$ cat src/rtl/cmos_16_8bit_tx.sv
// cmos_16_8bit_tx: transmit-side pixel serializer.
// Accepts 16-bit pixels through valid/ready into a small FIFO and emits a
// CMOS/DVP-style 8-bit byte stream qualified by de_o (HREF), two pclk cycles
// per pixel. Each line is H_ACTIVE pixels, then H_BLANK cycles of hblank,
// then one IDLE cycle before the next line can start.
//
// Ports:
//   pclk        clock, rising edge
//   rst         asynchronous active-high reset
//   pdata_i     input pixel, [15:8] = high byte
//   valid_i     pdata_i valid
//   ready_o     FIFO not full (from registered occupancy only)
//   pdata_o     output byte (registered, holds while de_o=0)
//   de_o        byte valid / HREF (registered)
//   hblank      high during horizontal blanking (registered)
//   line_end_o  pulse on the last byte of a line (registered)
//   underrun_o  sticky: FIFO empty at a mid-line pixel boundary
//
// Build option: define CMOS_TX_LOW_BYTE_FIRST_EN to send pdata_i[7:0] first;
// by default the high byte goes first.
module cmos_16_8bit_tx #(
  parameter int unsigned H_ACTIVE   = 640,
  parameter int unsigned H_BLANK    = 16,
  parameter int unsigned FIFO_DEPTH = 4
) (
  input  logic        pclk,
  input  logic        rst,
  input  logic [15:0] pdata_i,
  input  logic        valid_i,
  output logic        ready_o,
  output logic [7:0]  pdata_o,
  output logic        de_o,
  output logic        hblank,
  output logic        line_end_o,
  output logic        underrun_o
);

  localparam int unsigned PTR_W = $clog2(FIFO_DEPTH);
  localparam int unsigned CNT_W = $clog2(FIFO_DEPTH + 1);
  localparam int unsigned BC_W  = $clog2(2 * H_ACTIVE);
  localparam int unsigned BL_W  = $clog2(H_BLANK + 1);

  localparam logic [BC_W-1:0]  LAST_BYTE = BC_W'(2 * H_ACTIVE - 1);
  localparam logic [BL_W-1:0]  BLANK_END = BL_W'(H_BLANK);
  localparam logic [CNT_W-1:0] FULL_CNT  = CNT_W'(FIFO_DEPTH);

  typedef enum logic [1:0] {S_IDLE, S_ACTIVE, S_BLANK} state_t;

  // ---------------- input FIFO ----------------
  logic [15:0]      mem [FIFO_DEPTH];
  logic [PTR_W-1:0] wr_ptr;
  logic [PTR_W-1:0] rd_ptr;
  logic [CNT_W-1:0] count;
  logic             push;
  logic             pop;
  logic             empty;
  logic [15:0]      head;
  logic [7:0]       first_byte;
  logic [7:0]       second_byte;

  assign ready_o = (count != FULL_CNT);
  assign empty   = (count == '0);
  assign push    = valid_i && ready_o;
  assign head    = mem[rd_ptr];

`ifdef CMOS_TX_LOW_BYTE_FIRST_EN
  assign first_byte  = head[7:0];
  assign second_byte = head[15:8];
`else
  assign first_byte  = head[15:8];
  assign second_byte = head[7:0];
`endif

  // Pointers and occupancy; push+pop together leaves count unchanged.
  always_ff @(posedge pclk or posedge rst) begin
    if (rst) begin
      wr_ptr <= '0;
      rd_ptr <= '0;
      count  <= '0;
    end else begin
      if (push) wr_ptr <= wr_ptr + PTR_W'(1);
      if (pop)  rd_ptr <= rd_ptr + PTR_W'(1);
      if (push && !pop)      count <= count + CNT_W'(1);
      else if (!push && pop) count <= count - CNT_W'(1);
    end
  end

  // Storage needs no reset: occupancy gates every read.
  always_ff @(posedge pclk) begin
    if (push) mem[wr_ptr] <= pdata_i;
  end

  // ---------------- line FSM ----------------
  state_t          state, state_nxt;
  logic            phase, phase_nxt;
  logic [BC_W-1:0] byte_cnt, byte_cnt_nxt;
  logic [BL_W-1:0] blank_cnt, blank_cnt_nxt;
  logic [7:0]      hold, hold_nxt;
  logic [7:0]      pdata_nxt;
  logic            de_nxt;
  logic            hblank_nxt;
  logic            line_end_nxt;
  logic            underrun_nxt;

  // State and registered outputs.
  always_ff @(posedge pclk or posedge rst) begin
    if (rst) begin
      state      <= S_IDLE;
      phase      <= 1'b0;
      byte_cnt   <= '0;
      blank_cnt  <= '0;
      hold       <= '0;
      pdata_o    <= '0;
      de_o       <= 1'b0;
      hblank     <= 1'b0;
      line_end_o <= 1'b0;
      underrun_o <= 1'b0;
    end else begin
      state      <= state_nxt;
      phase      <= phase_nxt;
      byte_cnt   <= byte_cnt_nxt;
      blank_cnt  <= blank_cnt_nxt;
      hold       <= hold_nxt;
      pdata_o    <= pdata_nxt;
      de_o       <= de_nxt;
      hblank     <= hblank_nxt;
      line_end_o <= line_end_nxt;
      underrun_o <= underrun_nxt;
    end
  end

  // Next state and next output values.
  always_comb begin
    state_nxt     = state;
    phase_nxt     = phase;
    byte_cnt_nxt  = byte_cnt;
    blank_cnt_nxt = blank_cnt;
    hold_nxt      = hold;
    pdata_nxt     = pdata_o;
    de_nxt        = 1'b0;
    hblank_nxt    = 1'b0;
    line_end_nxt  = 1'b0;
    underrun_nxt  = underrun_o;
    pop           = 1'b0;

    case (state)
      S_IDLE: begin
        if (!empty) begin
          pop          = 1'b1;
          pdata_nxt    = first_byte;
          hold_nxt     = second_byte;
          de_nxt       = 1'b1;
          phase_nxt    = 1'b1;
          byte_cnt_nxt = BC_W'(1);
          state_nxt    = S_ACTIVE;
        end
      end
      S_ACTIVE: begin
        if (phase) begin
          pdata_nxt = hold;
          de_nxt    = 1'b1;
          phase_nxt = 1'b0;
          if (byte_cnt == LAST_BYTE) begin
            line_end_nxt = 1'b1;
            byte_cnt_nxt = '0;
            state_nxt    = S_BLANK;
          end else begin
            byte_cnt_nxt = byte_cnt + BC_W'(1);
          end
        end else if (!empty) begin
          pop          = 1'b1;
          pdata_nxt    = first_byte;
          hold_nxt     = second_byte;
          de_nxt       = 1'b1;
          phase_nxt    = 1'b1;
          byte_cnt_nxt = byte_cnt + BC_W'(1);
        end else begin
          // Starved at a pixel boundary: stall the line, hold pdata_o.
          underrun_nxt = 1'b1;
        end
      end
      S_BLANK: begin
        // H_BLANK cycles of hblank, then one dead cycle shown during IDLE.
        if (blank_cnt == BLANK_END) begin
          blank_cnt_nxt = '0;
          state_nxt     = S_IDLE;
        end else begin
          hblank_nxt    = 1'b1;
          blank_cnt_nxt = blank_cnt + BL_W'(1);
        end
      end
      default: state_nxt = S_IDLE;
    endcase
  end

endmodule

$ cat config.mk
export PLATFORM = sky130hd
export DESIGN_NAME = cmos_16_8bit_tx
export DESIGN_NICKNAME = d
export VERILOG_FILES = /design/src/rtl/cmos_16_8bit_tx.sv
export SDC_FILE = /design/constraint.sdc
export NUM_CORES = 1
export LEC_CHECK = 0
export BUFFER_PORTS_ARGS = -buffer_cell sky130_fd_sc_hd__buf_2
export CORE_MARGIN = 5
export CORE_UTILIZATION = 40
export DETAILED_ROUTE_END_ITERATION = 12
export PLACE_DENSITY = 0.68
export REMOVE_ABC_BUFFERS = 1
export SYNTH_ARGS = -nofsm -noshare
export SYNTH_HDL_FRONTEND = slang
export SYNTH_SLANG_ARGS = --single-unit
$ cat constraint.sdc
create_clock -name pclk -period 2.2 [get_ports pclk]
set_input_delay 0.22 -clock pclk [delete_from_list [all_inputs] [get_ports pclk]]
set_output_delay 0.22 -clock pclk [all_outputs]
set_load 0.005 [all_outputs]
==> flow_metrics.env, run 1 <==
export IMPL_grt_start_max_net_pins=47
export IMPL_setup_viol=0
export IMPL_hold_ws_ps=16.0
export IMPL_combinationalPowerShare_pct=30.9
export IMPL_avgRoutedWirePerCell_um=16.4
export IMPL_dieArea_mm2=0.0136
export IMPL_p_sw_share_pct=31.6
export IMPL_grt_pass1_vias=2599
export IMPL_maxCapViolations=0
export IMPL_fillers=937
export IMPL_die_h_um=117
export IMPL_drv_slew=0
export IMPL_via_per_inst=5.12
export IMPL_internal_power_mw=4.62
export IMPL_yosysWarnings=0
export IMPL_cts_tree="yes"
export IMPL_die_w_um=117
export IMPL_grt_util_met2_pct=22.0
export IMPL_worstMarginPinSlew_ps=569
export IMPL_yosysTopAreaCellShare_pct=42.4
export IMPL_synth_commonest_cells="64 x edfxtp_1, 46 x dfrtp_1, 21 x nand2_1, 16 x mux4_2, 16 x o21ai_0"
export IMPL_grt_util_met3_pct=3.42
export IMPL_ctsRootBufferMaster="clkbuf_16"
export IMPL_port_buffer_count=31
export IMPL_grtUsageMet1_pct=16.5
export IMPL_synth_area_mm2=0.00454
export IMPL_ctsResizeCount=0
export IMPL_synthArstFlopShare_pct=41.8
export IMPL_status="finished, final reports clean"
export IMPL_hold_class="primary input to asynchronous set/reset pin"
export IMPL_critPathMaxFanout=6
export IMPL_top_usage_layer="met2"
export IMPL_h_tree_depth=3
export IMPL_reg2reg_depth=7
export IMPL_first_iter_violations=147
export IMPL_clockPowerShare_pct=23.3
export IMPL_seqPwrFrac_pct=45.8
export IMPL_cts_sinks=110
export IMPL_arrival_ps=2220
export IMPL_num_rows=38
export IMPL_switching_power_mw=2.13
export IMPL_cp_data_required_time_ps=2430
export IMPL_wirelength_mm=8.01
export IMPL_dp_hpwl_mm=5.30
export IMPL_ys_top_cells_by_area="edfxtp_1 42%, dfrtp_1 25%, mux4_2 7.9%"
export IMPL_p_leak_nw=2.01
export IMPL_cts_setup_buffers=0
export IMPL_synth_edff_count=64
export IMPL_track_usage_pct=13.0
export IMPL_endpoint_kind="flop"
export IMPL_gp_congestion=0.814
export IMPL_diodes=0
export IMPL_power_density_mw_per_mm2=1280
export IMPL_post_route_util_pct=47.9
export IMPL_reg2reg_slack_ps=210
export IMPL_cts_buffer_depth=2
export IMPL_relSlewSlack_pct=62.1
export IMPL_core_mm2=0.0110
export IMPL_area_growth_pct=16.0
export IMPL_initial_core_util_pct=41.3
export IMPL_firstDrtPassIters=4
export IMPL_nets=372
export IMPL_grt_setup_unrepaired="false"
export IMPL_yosys_area_top_type="edfxtp_1"
export IMPL_drive_above_1_share_pct=26.9
export IMPL_seq_area_frac_synth_pct=67.7
export IMPL_synth_main_ff_cell="edfxtp_1"
export IMPL_hold_violations=0
export IMPL_timing_rr_start="count[0]$_DFFE_PP0P_"
export IMPL_cts_buffers=9
export IMPL_irDropWorstVdd_v=0.000696
export IMPL_vias=2503
export IMPL_ant_nets=0
export IMPL_overflow=0
export IMPL_grt_pass1_wl_mm=13.3
export IMPL_synthDistinctLibCells=47
export IMPL_cts_hold_buffers_added=0
export IMPL_synth_seq_cells=110
export IMPL_yosysMostFrequentCell="edfxtp_1"
export IMPL_io_pins=32
export IMPL_timing_fmax_mhz=503
export IMPL_critPathLaunchType="flop"
export IMPL_clk_latency_ps=340
export IMPL_worst_setup_path_type="flop to flop"
export IMPL_drc=0
export IMPL_timing_final_crit_share_pct=90.3
export IMPL_grt_antenna_before_repair=0
export IMPL_fin_skew_ps=7.98
export IMPL_rr_endpoint="count[1]$_DFFE_PP0P_"
export IMPL_synth_area_per_cell_um2=15.3
export IMPL_period_needed_ps=1990
export IMPL_clk_pin_slew_worst_paths_ps=70
export IMPL_synth_cells=296
worst max-delay path by stage:
stage	startpoint	to	slack [ps]	cells past startpoint
5_1_grt	count[2]$_DFFE_PP0P_	count[2]$_DFFE_PP0P_	30	8
6_report	count[0]$_DFFE_PP0P_	count[1]$_DFFE_PP0P_	210	7
3_3_place_gp	count[0]$_DFFE_PP0P_	count[2]$_DFFE_PP0P_	240	9
2_1_floorplan	state[0]$_DFFE_PP0P_	count[1]$_DFFE_PP0P_	-550	7
4_1_cts	count[0]$_DFFE_PP0P_	count[2]$_DFFE_PP0P_	150	9
3_5_place_dp	count[0]$_DFFE_PP0P_	count[2]$_DFFE_PP0P_	170	9
stage by stage:
| step | power, mW | area, um^2 | setup TNS (ps) | setup WS (ps) | cells |
|---|---|---|---|---|---|
| floorplan | 4.45 | 4480 | -1030 | -551 | 284 |
| global placement | 5.17 | 4950 | 0 | 238 | 473 |
| detailed placement | 5.27 | 4950 | 0 | 170 | 473 |
| CTS | 6.85 | 5260 | 0 | 146 | 489 |
| global route | 7.21 | 5260 | 0 | 29.4 | 489 |
| finish | 6.76 | 5260 | 0 | 213 | 489 |
layer usage:
layer / vias to the layer above / wire length [um]
met5: - / 0
met4: 0 / 119
met3: 10 / 311
met2: 39 / 4140
met1: 1246 / 3440
li1: 1208 / -
cells by family (layout without fill, tap and decap cells):
| logic type | Yosys count | after routing | synth area share, % |
|---|---|---|---|
| flops | 110 | 110 | 67.7 |
| mux | 27 | 27 | 10.6 |
| compound gates | 39 | 39 | 5.93 |
| buf+inv | 24 | 77 | 2.32 |
| fa+ha+maj | 9 | 9 | 2.65 |
| xor+xnor | 12 | 12 | 2.32 |
| simple gates | 75 | 75 | 8.41 |
critical path: stages (launching register included):
cell and delay, ps:
dfrtp_2 450, nor2_1 100, nand2_1 120, and2_1 240, ha_1 230, inv_1 70
fa_1 410, mux2_2 270
flip-flops by register name (all words and copies together) (netlist names):
register	count
line_end_o	1
hblank	1
hold	8
mem	64
wr_ptr	2
pdata_o	8
blank_cnt	5
de_o	1
underrun_o	1
byte_cnt	11
count	3
phase	1
rd_ptr	2
state	2
layout make-up:
type                       count  area, um^2  share of cell area, %
clock buffer                   9         225                   4.28
tap                          140         175                   3.33
inverter                      12        45.0                  0.856
clock inverter                 7        75.1                   1.43
multi-input combinational    162        1360                   25.9
sequential                   110        3070                   58.4
timing repair buffer          49         303                   5.76
power by group through the flow:
stage / clock [mW] / combinational, mW / sequential [mW]
6_report: 1.57 / 2.09 / 3.10
5_1_grt: 1.70 / 2.35 / 3.16
4_1_cts: 1.62 / 2.14 / 3.10
3_5_place_dp: 0 / 2.13 / 3.13
3_3_place_gp: 0 / 2.06 / 3.11
2_1_floorplan: 0 / 1.28 / 3.17
layout by cell type, fill, tap and decap left out, drive strengths merged, types with 2 or more instances in the layout:
master | synthesis | layout
and3 | 5 | 5
nand2b | 2 | 2
nand4 | 3 | 3
clkinv | 0 | 4
xor2 | 3 | 3
dfrtp | 46 | 46
buf | 7 | 49
or2 | 2 | 2
xnor2 | 9 | 9
nand3b | 2 | 2
o21ai | 16 | 16
nor2 | 13 | 13
clkbuf | 5 | 9
ha | 8 | 8
nor2b | 4 | 4
a21oi | 3 | 3
nand3 | 5 | 5
and2 | 3 | 3
inv | 12 | 15
mux4 | 16 | 16
nor3 | 6 | 6
nor4 | 5 | 5
edfxtp | 64 | 64
mux2 | 10 | 10
a22oi | 9 | 9
nand2 | 21 | 21
Note: power is estimated with default switching activity, not from simulation.
==> inputs of run 2 (changes only) <==
==> config.mk (replaced) <==
export PLATFORM = sky130hd
export DESIGN_NAME = cmos_16_8bit_tx
export DESIGN_NICKNAME = d
export VERILOG_FILES = /design/src/rtl/cmos_16_8bit_tx.sv
export SDC_FILE = /design/constraint.sdc
export NUM_CORES = 1
export LEC_CHECK = 0
export CORE_MARGIN = 5
export CORE_UTILIZATION = 40
export DETAILED_ROUTE_END_ITERATION = 12
export DONT_BUFFER_PORTS = 1
export PLACE_DENSITY_LB_ADDON = 0.3
export REMOVE_ABC_BUFFERS = 1
export SKIP_LAST_GASP = 1
export SYNTH_ARGS = -nofsm -noshare
export SYNTH_HDL_FRONTEND = slang
export SYNTH_SLANG_ARGS = --single-unit
==> run 2 against run 1 <==
Against the previous run: hold slack improved by 210 ps; setup slack lost 64 ps; register-to-register slack worse by 60 ps; largest power group unchanged; critical endpoint is now count[2]$_DFFE_PP0P_; sequential power is essentially flat; critical path type unchanged; via count shrank 0.76%; utilization down 0.068 points; fmax decreased by 3.1%.
==> flow_metrics.env, run 2 (same netlist as run 1, synthesis figures left out) <==
export IMPL_fillers=937
export IMPL_drc=0
export IMPL_maxCapViolations=0
export IMPL_drv_slew=0
export IMPL_final_common_cell="edfxtp_1"
export IMPL_max_stage_delay_ps=440
export IMPL_cts_tree="yes"
export IMPL_timing_rr_start="count[1]$_DFFE_PP0P_"
export IMPL_h_tree_depth=3
export IMPL_port_buffer_count=0
export IMPL_ff_latch_area_mm2=0.00308
export IMPL_reg2reg_slack_ps=150
export IMPL_p_leak_nw=1.95
export IMPL_grt_start_max_net_pins=47
export IMPL_setup_viol=0
export IMPL_dp_slack_ps=94.6
export IMPL_irDropWorstVdd_v=0.000616
export IMPL_gp_congestion=0.775
export IMPL_avgRoutedWirePerCell_um=17.1
export IMPL_cts_setup_buffers=0
export IMPL_rr_endpoint="count[2]$_DFFE_PP0P_"
export IMPL_initial_core_util_pct=41.3
export IMPL_instances_no_fill=475
export IMPL_dp_cells=442
export IMPL_timing_final_crit_share_pct=93.2
export IMPL_power_density_mw_per_mm2=1260
export IMPL_reg2reg_depth=9
export IMPL_dieArea_mm2=0.0136
export IMPL_ctsRootBufferMaster="clkbuf_16"
export IMPL_worstMarginPinSlew_ps=593
export IMPL_grt_antenna_before_repair=0
export IMPL_worst_path_buf_inv=1
export IMPL_largest_reg_flops=64
export IMPL_nets=358
export IMPL_ant_nets=0
export IMPL_io_pins=32
export IMPL_hold_violations=0
export IMPL_clk_latency_ps=340
export IMPL_grt_setup_unrepaired="false"
export IMPL_p_total_mw=6.64
export IMPL_area_growth_pct=15.8
export IMPL_die_h_um=117
export IMPL_critical_path_top_delay_family="adder cells"
export IMPL_diodes=0
export IMPL_multi_input_area_mm2=0.00136
export IMPL_whs_path_depth=2
export IMPL_cp_data_required_time_ps=2470
export IMPL_cts_sinks=110
export IMPL_period_needed_ps=2050
export IMPL_core_mm2=0.0110
export IMPL_hold_class="primary input to flop"
export IMPL_drive_above_1_share_pct=18.5
export IMPL_final_cell_mix="64 x edfxtp_1, 44 x dfrtp_1, 21 x nand2_1"
export IMPL_dpl_cell_area_mm2=0.00480
export IMPL_dp_hpwl_mm=5.26
export IMPL_slowest_stage="dfrtp_2"
export IMPL_firstDrtPassIters=4
export IMPL_fin_skew_ps=10.9
export IMPL_die_w_um=117
export IMPL_critical_path_cell_chain="nor2_1 -> nand2_1 -> and2_0 -> ha_1 -> inv_1 -> fa_1 -> xor2_1 -> nor2_1 -> xor2_1"
export IMPL_endpoint_kind="flop"
export IMPL_worst_setup_path_type="flop to flop"
export IMPL_arrival_ps=2320
export IMPL_top_regs="mem x64, byte_cnt x11"
export IMPL_track_usage_pct=13.3
export IMPL_clk_pin_slew_worst_paths_ps=70
export IMPL_critPathLaunchType="flop"
export IMPL_cts_buffer_depth=2
export IMPL_vias=2484
export IMPL_overflow=0
export IMPL_timing_fmax_mhz=488
export IMPL_via_per_inst=5.23
export IMPL_cts_buffers=9
export IMPL_wirelength_mm=8.12
export IMPL_whs_endpoint="wr_ptr[0]$_DFFE_PP0P_"
export IMPL_post_route_cell_area_mm2=0.00525
export IMPL_first_iter_violations=148
export IMPL_critPathMaxFanout=6
export IMPL_num_rows=38
export IMPL_grt_pass1_wl_mm=13.6
export IMPL_timing_final_ws_setup_ps=149
export IMPL_status="finished, final reports clean"
export IMPL_grt_pass1_vias=2559
export IMPL_min_from="valid_i"
export IMPL_largest_register="mem"
export IMPL_relSlewSlack_pct=60.5
## run 2: where the power goes
group	switching [mW]	internal, mW	total [mW]
combinational	1.00	0.995	2.00
sequential	0.343	2.77	3.12
clock	0.740	0.789	1.53
total	2.08	4.56	6.64
## run 2: repair_timing
| action | in CTS | in global routing |
|---|---|---|
| setup endpoints to repair | 0 | 1 |
| resized for setup | 0 | 2 |
| hold buffers | 17 | 0 |
| endpoints found under the hold margin | 110 | 0 |
## run 2: metrics by stage
stage | TNS, ps | hold WS, ps | util (%)
final | 0 | 224 | 47.8
after global routing | 0 | 234 | 47.8
after CTS | 0 | 211 | 47.8
after detailed placement | 0 | 309 | 43.7
after global placement | 0 | 294 | 43.7
after floorplan | -1030 | 319 | -
## run 2: final cells by class
cell class | count | share of cell area (%)
clock inverter | 6 | 1.00
clock buffer | 10 | 4.36
multi-input combinational | 162 | 25.9
inverter | 12 | 0.857
timing repair buffer | 35 | 6.05
tap | 140 | 3.33
sequential | 110 | 58.5
## run 2: worst max path at each step
stage | startpoint | endpoint | slack (ps) | cells past startpoint
6_report | count[1]$_DFFE_PP0P_ | count[2]$_DFFE_PP0P_ | 150 | 9
5_1_grt | count[0]$_DFFE_PP0P_ | count[2]$_DFFE_PP0P_ | 10 | 9
4_1_cts | count[0]$_DFFE_PP0P_ | count[2]$_DFFE_PP0P_ | 50 | 9
3_5_place_dp | count[0]$_DFFE_PP0P_ | count[2]$_DFFE_PP0P_ | 90 | 9
3_3_place_gp | count[0]$_DFFE_PP0P_ | count[2]$_DFFE_PP0P_ | 250 | 9
2_1_floorplan | state[0]$_DFFE_PP0P_ | count[1]$_DFFE_PP0P_ | -550 | 7
## run 2: metal layers
| layer | part of all wire (%) | up-vias | track usage (%) |
|---|---|---|---|
| li1 | - | 1178 | - |
| met1 | 45 | 1259 | 17.1 |
| met2 | 50 | 37 | 22.0 |
| met3 | 3.8 | 10 | 3.58 |
| met4 | 1.4 | 0 | 4.64 |
| met5 | 0 | - | 0 |
